**config.mk**
```make
export PLATFORM = sky130hd
export DESIGN_NAME = placement_ctrl_flat
export DESIGN_NICKNAME = d
export VERILOG_FILES = /design/src/rtl/gato_pkg.sv /design/src/rtl/placement_ctrl_if.sv /design/src/rtl/placement_ctrl_turn_timer.sv /design/src/rtl/placement_ctrl.sv /design/src/flat_wrapper.sv
export SDC_FILE = /design/constraint.sdc
export NUM_CORES = 1
export LEC_CHECK = 0
export BUFFER_PORTS_ARGS = -buffer_cell sky130_fd_sc_hd__buf_2
export CAP_MARGIN = 15
export CORE_UTILIZATION = 55
export DETAILED_ROUTE_END_ITERATION = 10
export PLACE_DENSITY = 0.78
export SLEW_MARGIN = 10
export SYNTH_ARGS = -nofsm -noshare
export SYNTH_HDL_FRONTEND = slang
export SYNTH_HIERARCHICAL = 1
export SYNTH_SLANG_ARGS = --single-unit
export TNS_END_PERCENT = 100
```
**constraint.sdc**
```tcl
create_clock -name clk -period 4.4 [get_ports clk]
set_clock_uncertainty 0.15 [all_clocks]
set_input_delay 0.44 -clock clk [delete_from_list [all_inputs] [get_ports clk]]
set_output_delay 0.44 -clock clk [all_outputs]
set_load 0.005 [all_outputs]
```
**src/rtl/gato_pkg.sv**
```systemverilog
// Shared tic-tac-toe types: cell encoding, board layout, board size constants and the
// placement controller FSM states. Also imported by the downstream win detector.
package gato_pkg;

    localparam int unsigned N_CELLS = 9;
    localparam int unsigned MAX_POS = 8;

    typedef enum logic [1:0] {
        CELL_EMPTY = 2'b00,
        CELL_O     = 2'b01,
        CELL_X     = 2'b10
    } cell_t;

    typedef cell_t [N_CELLS-1:0] board_t;

    typedef enum logic {
        S_PLAY,
        S_DONE
    } state_t;

endpackage

```
**src/rtl/placement_ctrl_if.sv**
```systemverilog
// Button/board bundle between the player front end and placement_ctrl.
// Ports:
//   mover, colocar, game_over - cursor button, place button, win flag from detector
//   pos, board, jugador       - cursor cell, 3x3 board, player to move (1 = X)
//   place_pulse, timeout_pulse - one-cycle strobes
//   move_count, locked        - occupied cells, play frozen
// Modports: master = button/detector side, slave = controller side.
interface placement_ctrl_if;
    import gato_pkg::*;

    logic       mover;
    logic       colocar;
    logic       game_over;
    logic [3:0] pos;
    board_t     board;
    logic       jugador;
    logic       place_pulse;
    logic       timeout_pulse;
    logic [3:0] move_count;
    logic       locked;

    modport master (
        output mover, colocar, game_over,
        input  pos, board, jugador, place_pulse, timeout_pulse, move_count, locked
    );

    modport slave (
        input  mover, colocar, game_over,
        output pos, board, jugador, place_pulse, timeout_pulse, move_count, locked
    );

endinterface

```
**src/rtl/placement_ctrl_turn_timer.sv**
```systemverilog
// turn_timer: counts 0..TURN_CYCLES-1 while enabled, strobes expire_o on the last count
// and wraps to 0. clr_i restarts the count and takes priority over counting.
// Ports: clk, rst (sync, active-high), en_i, clr_i, expire_o.
module turn_timer #(
    parameter int unsigned TURN_CYCLES = 500_000_000
) (
    input  logic clk,
    input  logic rst,
    input  logic en_i,
    input  logic clr_i,
    output logic expire_o
);

    localparam int unsigned CntW = (TURN_CYCLES > 1) ? $clog2(TURN_CYCLES) : 1;
    localparam logic [CntW-1:0] CntMax = CntW'(TURN_CYCLES - 1);

    logic [CntW-1:0] cnt_q, cnt_d;

    assign expire_o = en_i && (cnt_q == CntMax);

    always_comb begin
        cnt_d = cnt_q;
        if (clr_i || expire_o) begin
            cnt_d = '0;
        end else if (en_i) begin
            cnt_d = cnt_q + 1'b1;
        end
    end

    always_ff @(posedge clk) begin
        if (rst) begin
            cnt_q <= '0;
        end else begin
            cnt_q <= cnt_d;
        end
    end

endmodule

```
**src/rtl/placement_ctrl.sv**
```systemverilog
// placement_ctrl: turns debounced buttons into cursor moves and legal mark placements.
// Owns the board, the player-to-move flag and the per-turn timeout; freezes on the
// detector's game_over or on a full board.
// Ports: clk, rst (sync, active-high), bus (placement_ctrl_if.slave).
// Optional build macro AUTO_PLACE_EN: on timeout, write the current player's mark into
// the lowest-index empty cell instead of only passing the turn.
module placement_ctrl
    import gato_pkg::*;
#(
    parameter int unsigned TURN_CYCLES = 500_000_000
) (
    input logic             clk,
    input logic             rst,
    placement_ctrl_if.slave bus
);

    state_t     state_q, state_d;
    logic       mover_q, mover_d;
    logic       colocar_q, colocar_d;
    logic [3:0] pos_q, pos_d;
    board_t     board_q, board_d;
    logic       jugador_q, jugador_d;
    logic [3:0] move_count_q, move_count_d;
    logic       place_pulse_q, place_pulse_d;
    logic       timeout_pulse_q, timeout_pulse_d;

    logic  mover_ev, colocar_ev, active, legal_place, tmr_expire, timeout;
    cell_t mark;

    // game_over in the same cycle as an event blocks it: the lock wins.
    always_comb begin
        mover_ev    = bus.mover && !mover_q;
        colocar_ev  = bus.colocar && !colocar_q;
        active      = (state_q == S_PLAY) && !bus.game_over;
        legal_place = active && colocar_ev && (board_q[pos_q] == CELL_EMPTY);
        timeout     = tmr_expire && !legal_place;
        mark        = jugador_q ? CELL_X : CELL_O;
    end

    turn_timer #(
        .TURN_CYCLES(TURN_CYCLES)
    ) u_turn_timer (
        .clk     (clk),
        .rst     (rst),
        .en_i    (active),
        .clr_i   (legal_place),
        .expire_o(tmr_expire)
    );

`ifdef AUTO_PLACE_EN
    logic [3:0] free_idx;

    // Lowest-index empty cell; only consulted in S_PLAY, where one always exists.
    always_comb begin
        free_idx = '0;
        for (int i = N_CELLS - 1; i >= 0; i--) begin
            if (board_q[i] == CELL_EMPTY) free_idx = 4'(i);
        end
    end
`endif

    always_comb begin
        state_d         = state_q;
        mover_d         = bus.mover;
        colocar_d       = bus.colocar;
        pos_d           = pos_q;
        board_d         = board_q;
        jugador_d       = jugador_q;
        move_count_d    = move_count_q;
        place_pulse_d   = 1'b0;
        timeout_pulse_d = 1'b0;

        if (active && mover_ev) begin
            pos_d = (pos_q == 4'(MAX_POS)) ? 4'd0 : pos_q + 4'd1;
        end

        // Placement uses the pre-increment cursor.
        if (legal_place) begin
            board_d[pos_q] = mark;
            jugador_d      = !jugador_q;
            move_count_d   = move_count_q + 4'd1;
            place_pulse_d  = 1'b1;
        end else if (timeout) begin
            jugador_d       = !jugador_q;
            timeout_pulse_d = 1'b1;
`ifdef AUTO_PLACE_EN
            board_d[free_idx] = mark;
            move_count_d      = move_count_q + 4'd1;
`endif
        end

        if ((state_q == S_PLAY) && (bus.game_over || (move_count_d == 4'(N_CELLS)))) begin
            state_d = S_DONE;
        end
    end

    always_ff @(posedge clk) begin
        if (rst) begin
            state_q         <= S_PLAY;
            mover_q         <= 1'b0;
            colocar_q       <= 1'b0;
            pos_q           <= '0;
            board_q         <= '0;
            jugador_q       <= 1'b1;
            move_count_q    <= '0;
            place_pulse_q   <= 1'b0;
            timeout_pulse_q <= 1'b0;
        end else begin
            state_q         <= state_d;
            mover_q         <= mover_d;
            colocar_q       <= colocar_d;
            pos_q           <= pos_d;
            board_q         <= board_d;
            jugador_q       <= jugador_d;
            move_count_q    <= move_count_d;
            place_pulse_q   <= place_pulse_d;
            timeout_pulse_q <= timeout_pulse_d;
        end
    end

    assign bus.pos           = pos_q;
    assign bus.board         = board_q;
    assign bus.jugador       = jugador_q;
    assign bus.place_pulse   = place_pulse_q;
    assign bus.timeout_pulse = timeout_pulse_q;
    assign bus.move_count    = move_count_q;
    assign bus.locked        = (state_q == S_DONE);

endmodule
```
**src/flat_wrapper.sv**
```systemverilog
// flat-port wrapper written by rule: the top's interface ports become plain ports
module placement_ctrl_flat import gato_pkg::*;
#(
    parameter int unsigned TURN_CYCLES = 500_000_000
)
  (clk, rst, bus_mover, bus_colocar, bus_game_over, bus_pos, bus_board, bus_jugador, bus_place_pulse, bus_timeout_pulse, bus_move_count, bus_locked);
  placement_ctrl_if bus_i ();
  input logic clk;
  input logic rst;
  input wire logic [$bits(bus_i.mover)-1:0] bus_mover;
  input wire logic [$bits(bus_i.colocar)-1:0] bus_colocar;
  input wire logic [$bits(bus_i.game_over)-1:0] bus_game_over;
  output wire logic [$bits(bus_i.pos)-1:0] bus_pos;
  output wire logic [$bits(bus_i.board)-1:0] bus_board;
  output wire logic [$bits(bus_i.jugador)-1:0] bus_jugador;
  output wire logic [$bits(bus_i.place_pulse)-1:0] bus_place_pulse;
  output wire logic [$bits(bus_i.timeout_pulse)-1:0] bus_timeout_pulse;
  output wire logic [$bits(bus_i.move_count)-1:0] bus_move_count;
  output wire logic [$bits(bus_i.locked)-1:0] bus_locked;
  assign bus_i.mover = bus_mover;
  assign bus_i.colocar = bus_colocar;
  assign bus_i.game_over = bus_game_over;
  assign bus_pos = bus_i.pos;
  assign bus_board = bus_i.board;
  assign bus_jugador = bus_i.jugador;
  assign bus_place_pulse = bus_i.place_pulse;
  assign bus_timeout_pulse = bus_i.timeout_pulse;
  assign bus_move_count = bus_i.move_count;
  assign bus_locked = bus_i.locked;
  placement_ctrl #(.TURN_CYCLES(TURN_CYCLES)) u_core (.clk(clk), .rst(rst), .bus(bus_i));
endmodule
```
### After elaboration in Yosys (flattened, before gate mapping)

Index checks and enable logic that the tools add are counted.

| word-level totals | value |
|---|---|
| output and inout port bits | 30 |
| register bits after elaboration | 61 |
| input port bits | 5 |
| word-level logic and storage cells | 60 |

| cells by class | value |
|---|---|
| bitwise gates (word level) | 1 |
| add/subtract/negate cells | 3 |
| magnitude comparators | 2 |
| reductions and logical operators | 21 |
| muxes and demuxes | 12 |
| equal/unequal tests | 3 |

Operator list:

| kind | count |
|---|---|
| $add A29 B1 Y29 const B | 1 |
| $eq A29 B29 Y1 const B | 1 |
| $bwmux W18 | 1 |
| $logic_and A1 B1 Y1 | 10 |
| $add A4 B1 Y4 const B | 2 |
| $bmux W2 S4 | 1 |
| $demux W2 S4 | 1 |
| $eq A4 B4 Y1 const B | 2 |
| $mux W4 | 2 |
| $mux W2 | 3 |
| $logic_not A1 Y1 | 5 |
| $lt A4 B5 Y1 const B | 1 |
| $ge A4 B1 Y1 const B | 1 |
| $mux W1 | 4 |
| $reduce_or A2 Y1 | 2 |
| $logic_not A2 Y1 | 1 |
| $logic_or A1 B1 Y1 | 2 |
| $reduce_bool A2 Y1 | 1 |
| $not A1 Y1 | 1 |

### Depth between registers and ports, before layout

Gate-level depths: netlist (run 1).

| depth | value |
|---|---|
| depth in word-level cells | 8 |
| depth in mapped cells | 11 |
| depth with buffers taken out | 7 |

### Hierarchy

Netlist (run 1), hierarchy kept.

Modules (own cells, without submodules):

| module | area an instance (um^2) | cells each | sequential area each (um^2) | times used |
|---|---|---|---|---|
| turn_timer | 1582.8 | 176 | 580.6 | 1 |
| placement_ctrl | 1569.0 | 191 | 640.6 | 1 |

### Least setup slack after synthesis (run 1)

No wires, ideal clock.

| timing path | value |
|---|---|
| path kind | reg2reg |
| start point | register u_core.pos_q[0] (netlist: u_core/bus.pos[0]) |
| end point | register u_core.u_turn_timer.cnt_q[11] |
| path buffers | 4 |
| setup time | 0.130 ns |
| slack | 1.664 ns |
| period minus slack after synthesis | 2.736 ns |
| data required time | 4.120 ns |
| arrival time | 2.456 ns |
| stages on the path, launching flop included | 12 |
| path through | dfxtp_1 > buf_4 > inv_2 > o311a_1 > a211oi_2 > o21ai_2 > inv_2 > buf_4 > or2_2 > clkbuf_1 > clkbuf_1 > nor3_1 |

| on the way | value |
|---|---|
| word-level cells in the longest chain between the ends | 6 |

RTL lines:

| item | line | source |
|---|---|---|
| start: declaration | placement_ctrl.sv:20 | `logic [3:0] pos_q, pos_d;` |
| start signal: assignment | placement_ctrl.sv:112 | `pos_q <= pos_d;` |
| $bmux W2 S4 | placement_ctrl.sv:35 | `legal_place = active && colocar_ev && (board_q[pos_q] == CELL_EMPTY);` |
| $mux W2 (implied by the code) | placement_ctrl.sv:35 |  |
| $logic_not A2 Y1 | placement_ctrl.sv:35 |  |
| $logic_and A1 B1 Y1 | placement_ctrl.sv:35 |  |
| via u_core.legal_place | placement_ctrl.sv:27 | `logic mover_ev, colocar_ev, active, legal_place, tmr_expire, timeout;` |
| $logic_or A1 B1 Y1 | placement_ctrl_turn_timer.sv:23 | `if (clr_i \|\| expire_o) begin` |
| $reduce_or A2 Y1 (no source line) | - |  |
| end signal: assignment | placement_ctrl_turn_timer.sv:34 | `cnt_q <= cnt_d;` |
| end: declaration | placement_ctrl_turn_timer.sv:17 | `logic [CntW-1:0] cnt_q, cnt_d;` |

The timed path passes the listed nets, and every way through them passes these cells. The select of a mux whose other input is x is not followed.
A chain may end at the register's enable or synchronous reset.

### Final worst setup path (run 1)

| timing path | value |
|---|---|
| start point | register u_core.pos_q[2] (netlist: u_core/bus.pos[2]) |
| end point | register u_core.u_turn_timer.cnt_q[21] |

| on the way | value |
|---|---|
| word-level cells in the longest chain between the ends | 6 |

RTL lines:

| item | line |
|---|---|
| $bmux W2 S4 | placement_ctrl.sv:35 |
| $mux W2 (implied by the code) | placement_ctrl.sv:35 |
| $logic_not A2 Y1 | placement_ctrl.sv:35 |
| $logic_and A1 B1 Y1 | placement_ctrl.sv:35 |
| $logic_or A1 B1 Y1 | placement_ctrl_turn_timer.sv:23 |
| $reduce_or A2 Y1 (no source line) | - |

Every way passes these cells. The select of a mux whose other input is x is not followed.

==> results of run 1 <==
==> registers in the layout, indices dropped and copies added (netlist names) <==
| signal | count |
|---|---|
| u_core/bus.board | 18 |
| u_core/bus.jugador | 1 |
| u_core/bus.locked | 1 |
| u_core/bus.move_count | 4 |
| u_core/bus.place_pulse | 1 |
| u_core/bus.pos | 4 |
| u_core/bus.timeout_pulse | 1 |
| u_core/colocar_q | 1 |
| u_core/mover_q | 1 |
| u_core/u_turn_timer/cnt_q | 29 |
==> kinds of logic (layout without fill, tap and decap cells) <==
group	count (synthesis)	in the layout	share of synthesized area
xor+xnor	12	12	0.0333
simple gates	149	149	0.277
flops	61	61	0.387
mux	6	6	0.0195
buf+inv	36	60	0.0576
fa+ha+maj	6	6	0.0238
compound gates	97	97	0.202
==> power by group through the flow <==
stage | Clock (mW) | Combinational [mW] | Sequential [mW]
after floorplan | 0 | 0.0629 | 0.580
after global placement | 0 | 0.0737 | 0.586
after detailed placement | 0 | 0.0752 | 0.587
after CTS | 0.522 | 0.0758 | 0.575
after global routing | 0.551 | 0.0835 | 0.576
final | 0.516 | 0.0768 | 0.575
==> worst max-delay path, stage by stage (launching register included) <==
cell                       delay [ns]
sky130_fd_sc_hd__dfxtp_1         0.38
sky130_fd_sc_hd__nor2_1          0.60
sky130_fd_sc_hd__o311a_1         0.32
sky130_fd_sc_hd__a211oi_2        0.07
sky130_fd_sc_hd__o21ai_2         0.69
sky130_fd_sc_hd__inv_2           0.35
sky130_fd_sc_hd__or2_2           0.64
sky130_fd_sc_hd__a211oi_1        0.29
==> layout by cell type, fill, tap and decap left out, types with 10 or more instances in the layout <==
master / count
sky130_fd_sc_hd__o21ai_0: 27
sky130_fd_sc_hd__nand2_1: 30
sky130_fd_sc_hd__nor3_1: 13
sky130_fd_sc_hd__buf_2: 34
sky130_fd_sc_hd__dfxtp_1: 61
sky130_fd_sc_hd__nor2_1: 20
sky130_fd_sc_hd__a21oi_1: 29
sky130_fd_sc_hd__nand4_1: 15
sky130_fd_sc_hd__or3_1: 14
sky130_fd_sc_hd__nand3_1: 10
sky130_fd_sc_hd__clkbuf_8: 12
==> layout make-up <==
class                      instances  area (um2)  share of cell area
clock inverter                     4        45.0              0.0129
multi-input combinational        270        1750               0.501
sequential                        61        1220               0.350
tap                               72        90.1              0.0258
inverter                           7        26.3             0.00753
clock buffer                      12         165              0.0473
timing repair buffer              37         193              0.0552
==> per-layer routing <==
layer  track usage  wire [um]  up-vias
met5             0          0        -
met4         0.113        116        0
met2         0.342       3000       89
li1              -          -     1404
met3        0.0447        336       13
met1         0.342       3490     1311
==> per-stage QoR <==
step	instance area (um2)	total power, mW
floorplan	3150	0.643
global placement	3280	0.660
detailed placement	3280	0.662
CTS	3490	1.17
global route	3490	1.21
finish	3490	1.17
==> how the worst max path moves through the flow <==
stage / end / slack [ns] / cells after the start
after floorplan: u_core/u_turn_timer/cnt_q[11] / 1.66 / 11
after global placement: u_core/u_turn_timer/cnt_q[19] / 1.06 / 7
after detailed placement: u_core/u_turn_timer/cnt_q[17] / 0.88 / 7
after CTS: u_core/u_turn_timer/cnt_q[21] / 0.85 / 7
after global routing: u_core/u_turn_timer/cnt_q[20] / 0.53 / 7
final: u_core/u_turn_timer/cnt_q[21] / 0.80 / 7
==> impl_metrics.csv, run 1 <==
group,metric,value,unit
run_status,run_status,"finished clean",
synthesis,ys_types,51,
die,die_height,77.7,um
grt,grt_usage,0.239,
power_and_ir_drop,clockPowerShare,0.442,
die,floorplan.initialDensity,0.572,
power_and_ir_drop,p_sw_frac,0.234,
power_and_ir_drop,leakage,1.26,nW
worst_setup_path,r2r_setup_slack,0.80,ns
worst_setup_path,worst_r2r_path_depth,7,
synthesis,synth_common_cells,"sky130_fd_sc_hd__dfxtp_1, sky130_fd_sc_hd__nand2_1, sky130_fd_sc_hd__a21oi_1",
min_path,worst_hold_startpoint,"bus_mover",
min_path,hold_depth,2,
sta,hold_ws,0.207,ns
layout,fin_cells,463,
synthesis,netlist_area,0.00315,mm2
power_and_ir_drop,power_report.internal_total,0.895,mW
sta,tightest_slew,0.785,ns
worst_setup_path,setup.worst_path.start,"u_core/bus.pos[2]",
job,drv_cap,0,
synthesis,synth.net_count,378,
sta,finalSetupTns,0,ns
sta,post-route-period-util,0.819,
power_and_ir_drop,p_comb_frac,0.066,
route,dr.first_iter.drc_count,236,
clock_tree,clk_transition_reported_paths,0.07,ns
route,detail_route.wl_per_cell,15.0,um
clock_tree,cts_root_buffer,"sky130_fd_sc_hd__clkbuf_8",
route,num_vias,2817,
die,floorplan.io_pins,35,
layout,num-fill-cells,476,
placement,gp_routability_congestion,0.840,
route,detail_route.drc_violations,0,
die,floorplan.die_area,0.00604,mm2
power_and_ir_drop,seq_power_share,0.493,
die,core-area,0.00551,mm2
synthesis,syn_area_per_cell,8.59,um2
layout,antenna_cells,0,
clock_tree,clock_tree.htree_level_count,3,
placement,detailedPlacementHpwl,4670,um
clock_tree,setup_buffers_after_cts,0,
grt,grt_start_max_net_pins,38,
worst_setup_path,startpoint_type,"flop",
synthesis,synth.top_cells.by_area,"sky130_fd_sc_hd__dfxtp_1, sky130_fd_sc_hd__a21oi_1, sky130_fd_sc_hd__o21ai_0, sky130_fd_sc_hd__nand2_1, sky130_fd_sc_hd__a211oi_2",
placement,place_ws,0.881,ns
route,wirelength,6940,um
grt,grt_overflow,0,
sta,achievable_clock_frequency,0.278,GHz
placement,buffer_ports.inserted,34,
grt,global_route_wire_length_before_repair,11500,um
sta,hold_violations,0,
clock_tree,cts_inserted_buffers,9,
clock_tree,insertion_delay,0.33,ns
synthesis,synthFlopType,"sky130_fd_sc_hd__dfxtp_1",
placement,dpl.cell_count,447,
clock_tree,ctsHoldBuffers,0,
synthesis,synth_seq_area_share,0.387,
layout,final_util,0.634,
sta,setup_viol_count_final,0,
die,dieWidth,77.7,um
synthesis,netlist_instances,367,
min_path,min_path_type,"in -> reg",
route,routed_via_density,6.08,
min_path,hold_end,"u_core/mover_q",
synthesis,synth_top_area_frac,0.387,
die,placement_rows,27,
worst_setup_path,r2r_start,"u_core/bus.pos[2]",
worst_setup_path,critical_path.endpoint_type,"flop",
clock_tree,clkSinkCount,61,
worst_setup_path,timing.setup.critical_path_class,"reg -> reg",
sta,worst_setup_margin,0.798,ns
worst_setup_path,crit_path_max_fanout,29,
sta,slew-limit-headroom,0.477,
worst_setup_path,r2r_end,"u_core/u_turn_timer/cnt_q[21]",
worst_setup_path,worst_path_arrival,3.68,ns
sta,unrepaired_setup_endpoints_after_global_routing,"no",
clock_tree,clockBufferDepth,2,
synthesis,synth-async-reset-ratio,0,
synthesis,synth-edff-count,0,
power_and_ir_drop,worst_ir_drop_vdd,286,uV
layout,area_growth_syn_to_fin,10.7,%
layout,layout-drive-gt1-share,0.192,
clock_tree,cts_resized,0,
synthesis,postSynthRegisterBits,61,
grt,initial_antenna_violation_count,0,
synthesis,synth_top_cell_by_area,"sky130_fd_sc_hd__dfxtp_1",
grt,first_global_vias,2459,
route,drt_first_pass_iters,5,
route,ant_nets,0,
synthesis,yosysMostFrequentCell,"sky130_fd_sc_hd__dfxtp_1",
sta,timing.final.max_slew_violations,0,
clock_tree,tritoncts_clock_tree,"done",
worst_setup_path,critPathRequiredTime,4.48,ns
power_and_ir_drop,power_density,335,mW/mm2
layout,design.final.nets,397,
power_and_ir_drop,net-switching-power,0.273,mW
sta,period_minus_ws_final,3.60,ns
synthesis,synth_warnings,6,
No activity file was read; power rests on OpenSTA's default activity.
==> run 2: changes to the inputs <==
Clock period 4.4 ns to 3.8 ns, I/O delays scaled along.
==> run 2 against run 1 <==
Compared with the run above:
- wire length fell by 0.30%
- combinational power is 18% higher
- power increased by 13%
- flip-flop and latch count is the same
- largest power group unchanged
==> impl_metrics.csv, run 2 (synthesized netlist as in run 1, its figures left out) <==
group,metric,value,unit
layout,antenna_cells,0,
route,detail_route.drc_violations,0,
die,die_height,77.7,um
layout,most_common_library_cell_in_the_layout_ignoring_fill_and_taps,"sky130_fd_sc_hd__dfxtp_1",
die,floorplan.io_pins,35,
die,floorplan.initialDensity,0.572,
sta,unrepaired_setup_endpoints_after_global_routing,"no",
worst_setup_path,critical_path.endpoint_type,"flop",
die,dieWidth,77.7,um
sta,slew-limit-headroom,0.446,
sta,hold_ws,0.151,ns
worst_setup_path,worst_path_arrival,3.04,ns
placement,place_ws,0.903,ns
route,routed_via_density,6.14,
grt,grt_usage,0.240,
grt,grt_start_max_net_pins,38,
clock_tree,cts_root_buffer,"sky130_fd_sc_hd__clkbuf_8",
grt,first_global_vias,2481,
sta,finalSetupTns,0,ns
grt,global_route_wire_length_before_repair,11600,um
min_path,min_path_type,"in -> reg",
layout,area_growth_syn_to_fin,10.9,%
sta,timing.final.max_slew_violations,0,
clock_tree,tritoncts_clock_tree,"done",
placement,gp_routability_congestion,0.834,
sta,period_minus_ws_final,2.97,ns
route,detail_route.wl_per_cell,14.9,um
power_and_ir_drop,leakage,1.26,nW
sta,achievable_clock_frequency,0.337,GHz
sta,worst_setup_margin,0.832,ns
sta,setup_viol_count_final,0,
worst_setup_path,crit_path_max_fanout,29,
worst_setup_path,timing.setup.critical_path_class,"reg -> reg",
layout,post-route-cell-area,0.00349,mm2
placement,placement.cell_area,0.00330,mm2
grt,initial_antenna_violation_count,0,
route,drt_first_pass_iters,4,
clock_tree,setup_buffers_after_cts,0,
clock_tree,insertion_delay,0.32,ns
clock_tree,clk_transition_reported_paths,0.07,ns
die,placement_rows,27,
sta,hold_violations,0,
die,floorplan.die_area,0.00604,mm2
layout,final_util,0.635,
worst_setup_path,critPathRequiredTime,3.88,ns
grt,grt_overflow,0,
clock_tree,clock_tree.htree_level_count,3,
die,core-area,0.00551,mm2
route,wirelength,6920,um
layout,design.final.nets,400,
power_and_ir_drop,power_density,378,mW/mm2
placement,buffer_ports.inserted,34,
run_status,run_status,"finished clean",
placement,dpl.cell_count,450,
power_and_ir_drop,worst_ir_drop_vdd,247,uV
clock_tree,ctsHoldBuffers,0,
sta,tightest_slew,0.830,ns
layout,fin_cells,465,
layout,largest_register_ffs,29,
layout,layout_common_cells,"sky130_fd_sc_hd__dfxtp_1, sky130_fd_sc_hd__buf_2, sky130_fd_sc_hd__nand2_1",
layout,layout-drive-gt1-share,0.188,
placement,detailedPlacementHpwl,4640,um
clock_tree,cts_resized,0,
route,dr.first_iter.drc_count,312,
route,num_vias,2857,
power_and_ir_drop,totalPowerFinal,1.32,mW
clock_tree,clockBufferDepth,2,
worst_setup_path,startpoint_type,"flop",
sta,post-route-period-util,0.781,
clock_tree,cts_inserted_buffers,9,
job,drv_cap,0,
route,ant_nets,0,
layout,largest-register,"u_core/u_turn_timer/cnt_q",
clock_tree,clkSinkCount,61,
==> run 2: worst paths after layout <==
| kind | startpoint | end | slack, ns | depth (start not counted) |
|---|---|---|---|---|
| max reg2reg | u_core/bus.pos[0] | u_core/u_turn_timer/cnt_q[3] | 0.83 | 6 |
| min reg2reg | u_core/bus.board[17] | u_core/bus.board[17] | 0.34 | 2 |
| min | bus_mover | u_core/mover_q | 0.15 | 2 |
| max | u_core/bus.pos[0] | u_core/u_turn_timer/cnt_q[3] | 0.83 | 6 |
==> run 2: critical path: stages, from the launching register on <==
cell	delay (ns)
sky130_fd_sc_hd__dfxtp_1	0.45
sky130_fd_sc_hd__o41ai_1	0.51
sky130_fd_sc_hd__a211oi_2	0.14
sky130_fd_sc_hd__o21ai_2	0.69
sky130_fd_sc_hd__inv_2	0.06
sky130_fd_sc_hd__or2_2	0.58
sky130_fd_sc_hd__nor3_1	0.29
==> run 2: cell type report <==
| cell class | instances | area (um2) |
|---|---|---|
| Sequential cell | 61 | 1220 |
| Clock inverter | 1 | 30.0 |
| Timing Repair Buffer | 40 | 215 |
| Inverter | 7 | 26.3 |
| Multi-Input combinational cell | 270 | 1750 |
| Tap cell | 72 | 90.1 |
| Fill cell | 458 | 2010 |
| Clock buffer | 14 | 163 |
==> run 2: power by group <==
part | total [mW] | internal [mW] | switching, mW
Combinational | 0.0903 | 0.0341 | 0.0562
Sequential | 0.665 | 0.650 | 0.0152
Clock | 0.564 | 0.336 | 0.227
Total | 1.32 | 1.02 | 0.299
==> run 2: layer usage <==
layer	track usage	share of wire	vias up
li1	-	-	1411
met4	0.0906	0.0039	0
met5	0	0	-
met2	0.370	0.46	61
met3	0.0353	0.033	2
met1	0.338	0.50	1383
==> run 3: changes to the inputs <==
Settings changed: CORE_UTILIZATION 55 to 53.
Clock period 3.8 ns to 2.5 ns, I/O delays scaled along.
==> run 3 against run 2 <==
Compared with the run above:
- global-route usage rose by 0.94 points
- setup slack got worse by 0.65 ns
- hold slack got worse by 0.14 ns
- core utilization rose by 0.53 points
- power rose by 52%
- combinational power rose by 73%
- cell count rose by 2.2%
- register-to-register slack got worse by 0.65 ns
==> impl_metrics.csv, run 3 (synthesized netlist as in run 1, its figures left out) <==
group,metric,value,unit
run_status,run_status,"finished clean",
clock_tree,insertion_delay,0.33,ns
clock_tree,clock_tree.htree_level_count,3,
sta,setup_viol_count_final,0,
die,floorplan.die_area,0.00626,mm2
sta,slew-limit-headroom,0.558,
sta,achievable_clock_frequency,0.432,GHz
min_path,min_path_type,"in -> reg",
worst_setup_path,startpoint_type,"flop",
route,detail_route.wl_per_cell,15.8,um
sta,finalSetupTns,0,ns
route,ant_nets,0,
worst_setup_path,r2r_start,"u_core/bus.pos[0]",
sta,worst_setup_margin,0.183,ns
route,drt_first_pass_iters,5,
grt,grt.met1_usage,0.345,
grt,use_met3,0.0540,
route,dr.first_iter.drc_count,274,
min_path,hold_end,"u_core/colocar_q",
route,routed_via_density,6.17,
placement,dpl.cell_count,460,
clock_tree,ctsHoldBuffers,0,
die,floorplan.io_pins,35,
layout,most_common_library_cell_in_the_layout_ignoring_fill_and_taps,"sky130_fd_sc_hd__dfxtp_1",
placement,place_ws,-0.0117,ns
power_and_ir_drop,power_density,557,mW/mm2
sta,unrepaired_setup_endpoints_after_global_routing,"no",
route,num_vias,2932,
grt,grtUsageMet2,0.365,
worst_setup_path,crit_path_max_fanout,23,
sta,tightest_slew,0.662,ns
layout,antenna_cells,0,
die,placement_rows,27,
layout,layout_common_cells,"sky130_fd_sc_hd__dfxtp_1, sky130_fd_sc_hd__buf_2, sky130_fd_sc_hd__nand2_1",
sta,period_minus_ws_final,2.32,ns
power_and_ir_drop,leakage,1.31,nW
layout,num-fill-cells,485,
route,detail_route.drc_violations,0,
clock_tree,tritoncts_clock_tree,"done",
sta,hold_violations,0,
route,wirelength,7490,um
power_and_ir_drop,p_comb_frac,0.078,
die,floorplan.initialDensity,0.562,
grt,globalRoute.busiestLayer,"met2",
sta,post-route-period-util,0.927,
grt,first_global_vias,2670,
layout,largest-register,"u_core/u_turn_timer/cnt_q",
worst_setup_path,r2r_setup_slack,0.18,ns
worst_setup_path,critical_path.endpoint_type,"flop",
power_and_ir_drop,p_sw_frac,0.237,
worst_setup_path,r2r_end,"u_core/bus.move_count[3]",
clock_tree,cts_root_buffer,"sky130_fd_sc_hd__clkbuf_8",
power_and_ir_drop,seq_power_share,0.505,
grt,grt_overflow,0,
layout,design.final.nets,411,
worst_setup_path,critPathRequiredTime,2.57,ns
job,drv_cap,0,
worst_setup_path,worst_path_arrival,2.39,ns
clock_tree,clk_transition_reported_paths,0.07,ns
placement,detailedPlacementHpwl,4870,um
grt,grt_start_max_net_pins,37,
die,dieWidth,79.1,um
placement,gp_routability_congestion,0.901,
worst_setup_path,timing.setup.critical_path_class,"reg -> reg",
grt,grt_usage,0.250,
clock_tree,cts_inserted_buffers,9,
min_path,worst_hold_startpoint,"bus_colocar",
layout,largest_register_ffs,29,
layout,fin_cells,475,
layout,layout-drive-gt1-share,0.213,
clock_tree,clkSinkCount,61,
clock_tree,clockBufferDepth,2,
power_and_ir_drop,worst_ir_drop_vdd,386,uV
layout,area_growth_syn_to_fin,13.9,%
worst_setup_path,worst_r2r_path_depth,7,
placement,buffer_ports.inserted,34,
sta,timing.final.max_slew_violations,0,
min_path,hold_depth,2,
grt,initial_antenna_violation_count,0,
power_and_ir_drop,power_report.internal_total,1.53,mW
power_and_ir_drop,net-switching-power,0.474,mW
power_and_ir_drop,clockPowerShare,0.417,
layout,final_util,0.640,
power_and_ir_drop,totalPowerFinal,2.00,mW
die,die_height,79.1,um
grt,global_route_wire_length_before_repair,12400,um
die,core-area,0.00561,mm2
[run 3: cell types whose count changed in the layout (fill, tap and decap cells not counted), sizes merged]
cell,change
clkinv,+1
buf,+10
clkbuf,-2
or2,+1
[run 3: power by group through the flow]
stage	clock (mW)	sequential, mW	combinational [mW]
final	0.834	1.01	0.156
after global routing	0.883	1.01	0.171
after CTS	0.844	1.01	0.150
after detailed placement	0	1.03	0.148
after global placement	0	1.03	0.143
after floorplan	0	1.02	0.112
[run 3: area by class of cell]
type	count	area, um2	area share
repair buffers	50	303	0.0844
clock buffers	12	145	0.0404
inverters	7	26.3	0.00732
well taps	72	90.1	0.0251
flip-flops and latches	61	1220	0.340
multi-input cells	271	1770	0.493
clock inverters	2	35.0	0.00976
[run 3: timing repair]
item | in CTS | in global routing
setup buffers | 0 | 0
hold endpoints to repair | 0 | 0
endpoints found under the setup margin | 11 | 10
cloned | 0 | 1
pin swaps | 0 | 1
gates resized for setup | 1 | 1
[run 3: critical path: stages (launching register included)]
cell	delay [ns]
sky130_fd_sc_hd__dfxtp_1	0.53
sky130_fd_sc_hd__inv_2	0.12
sky130_fd_sc_hd__o311a_1	0.40
sky130_fd_sc_hd__a211oi_2	0.22
sky130_fd_sc_hd__o21ai_2	0.11
sky130_fd_sc_hd__buf_4	0.21
sky130_fd_sc_hd__nor2_1	0.14
sky130_fd_sc_hd__mux2_1	0.32
[run 3: through the flow]
stage | cell area, um2 | hold slack (ns)
after floorplan | 3160 | 0.228
after global placement | 3400 | 0.323
after detailed placement | 3400 | 0.337
after CTS | 3580 | 0.00219
after global routing | 3590 | 0.0168
final | 3590 | 0.0144
[run 3: how the worst max path moves through the flow]
stage | startpoint | to | slack (ns) | depth (start not counted)
3_3_place_gp | u_core/bus.pos[0] | u_core/u_turn_timer/cnt_q[15] | 0.13 | 7
4_1_cts | u_core/bus.pos[0] | u_core/u_turn_timer/cnt_q[1] | 0.17 | 7
5_1_grt | u_core/bus.pos[0] | u_core/bus.board[12] | 0.002 | 7
3_5_place_dp | u_core/bus.pos[0] | u_core/u_turn_timer/cnt_q[17] | -0.01 | 7
2_1_floorplan | u_core/bus.pos[0] | u_core/u_turn_timer/cnt_q[11] | 0.004 | 11
6_report | u_core/bus.pos[0] | u_core/bus.move_count[3] | 0.18 | 7
[run 3: per-layer routing]
metal,up-vias,wire length [um]
met4,0,105
li1,1432,-
met1,1387,3560
met5,-,0
met2,101,3430
met3,12,393
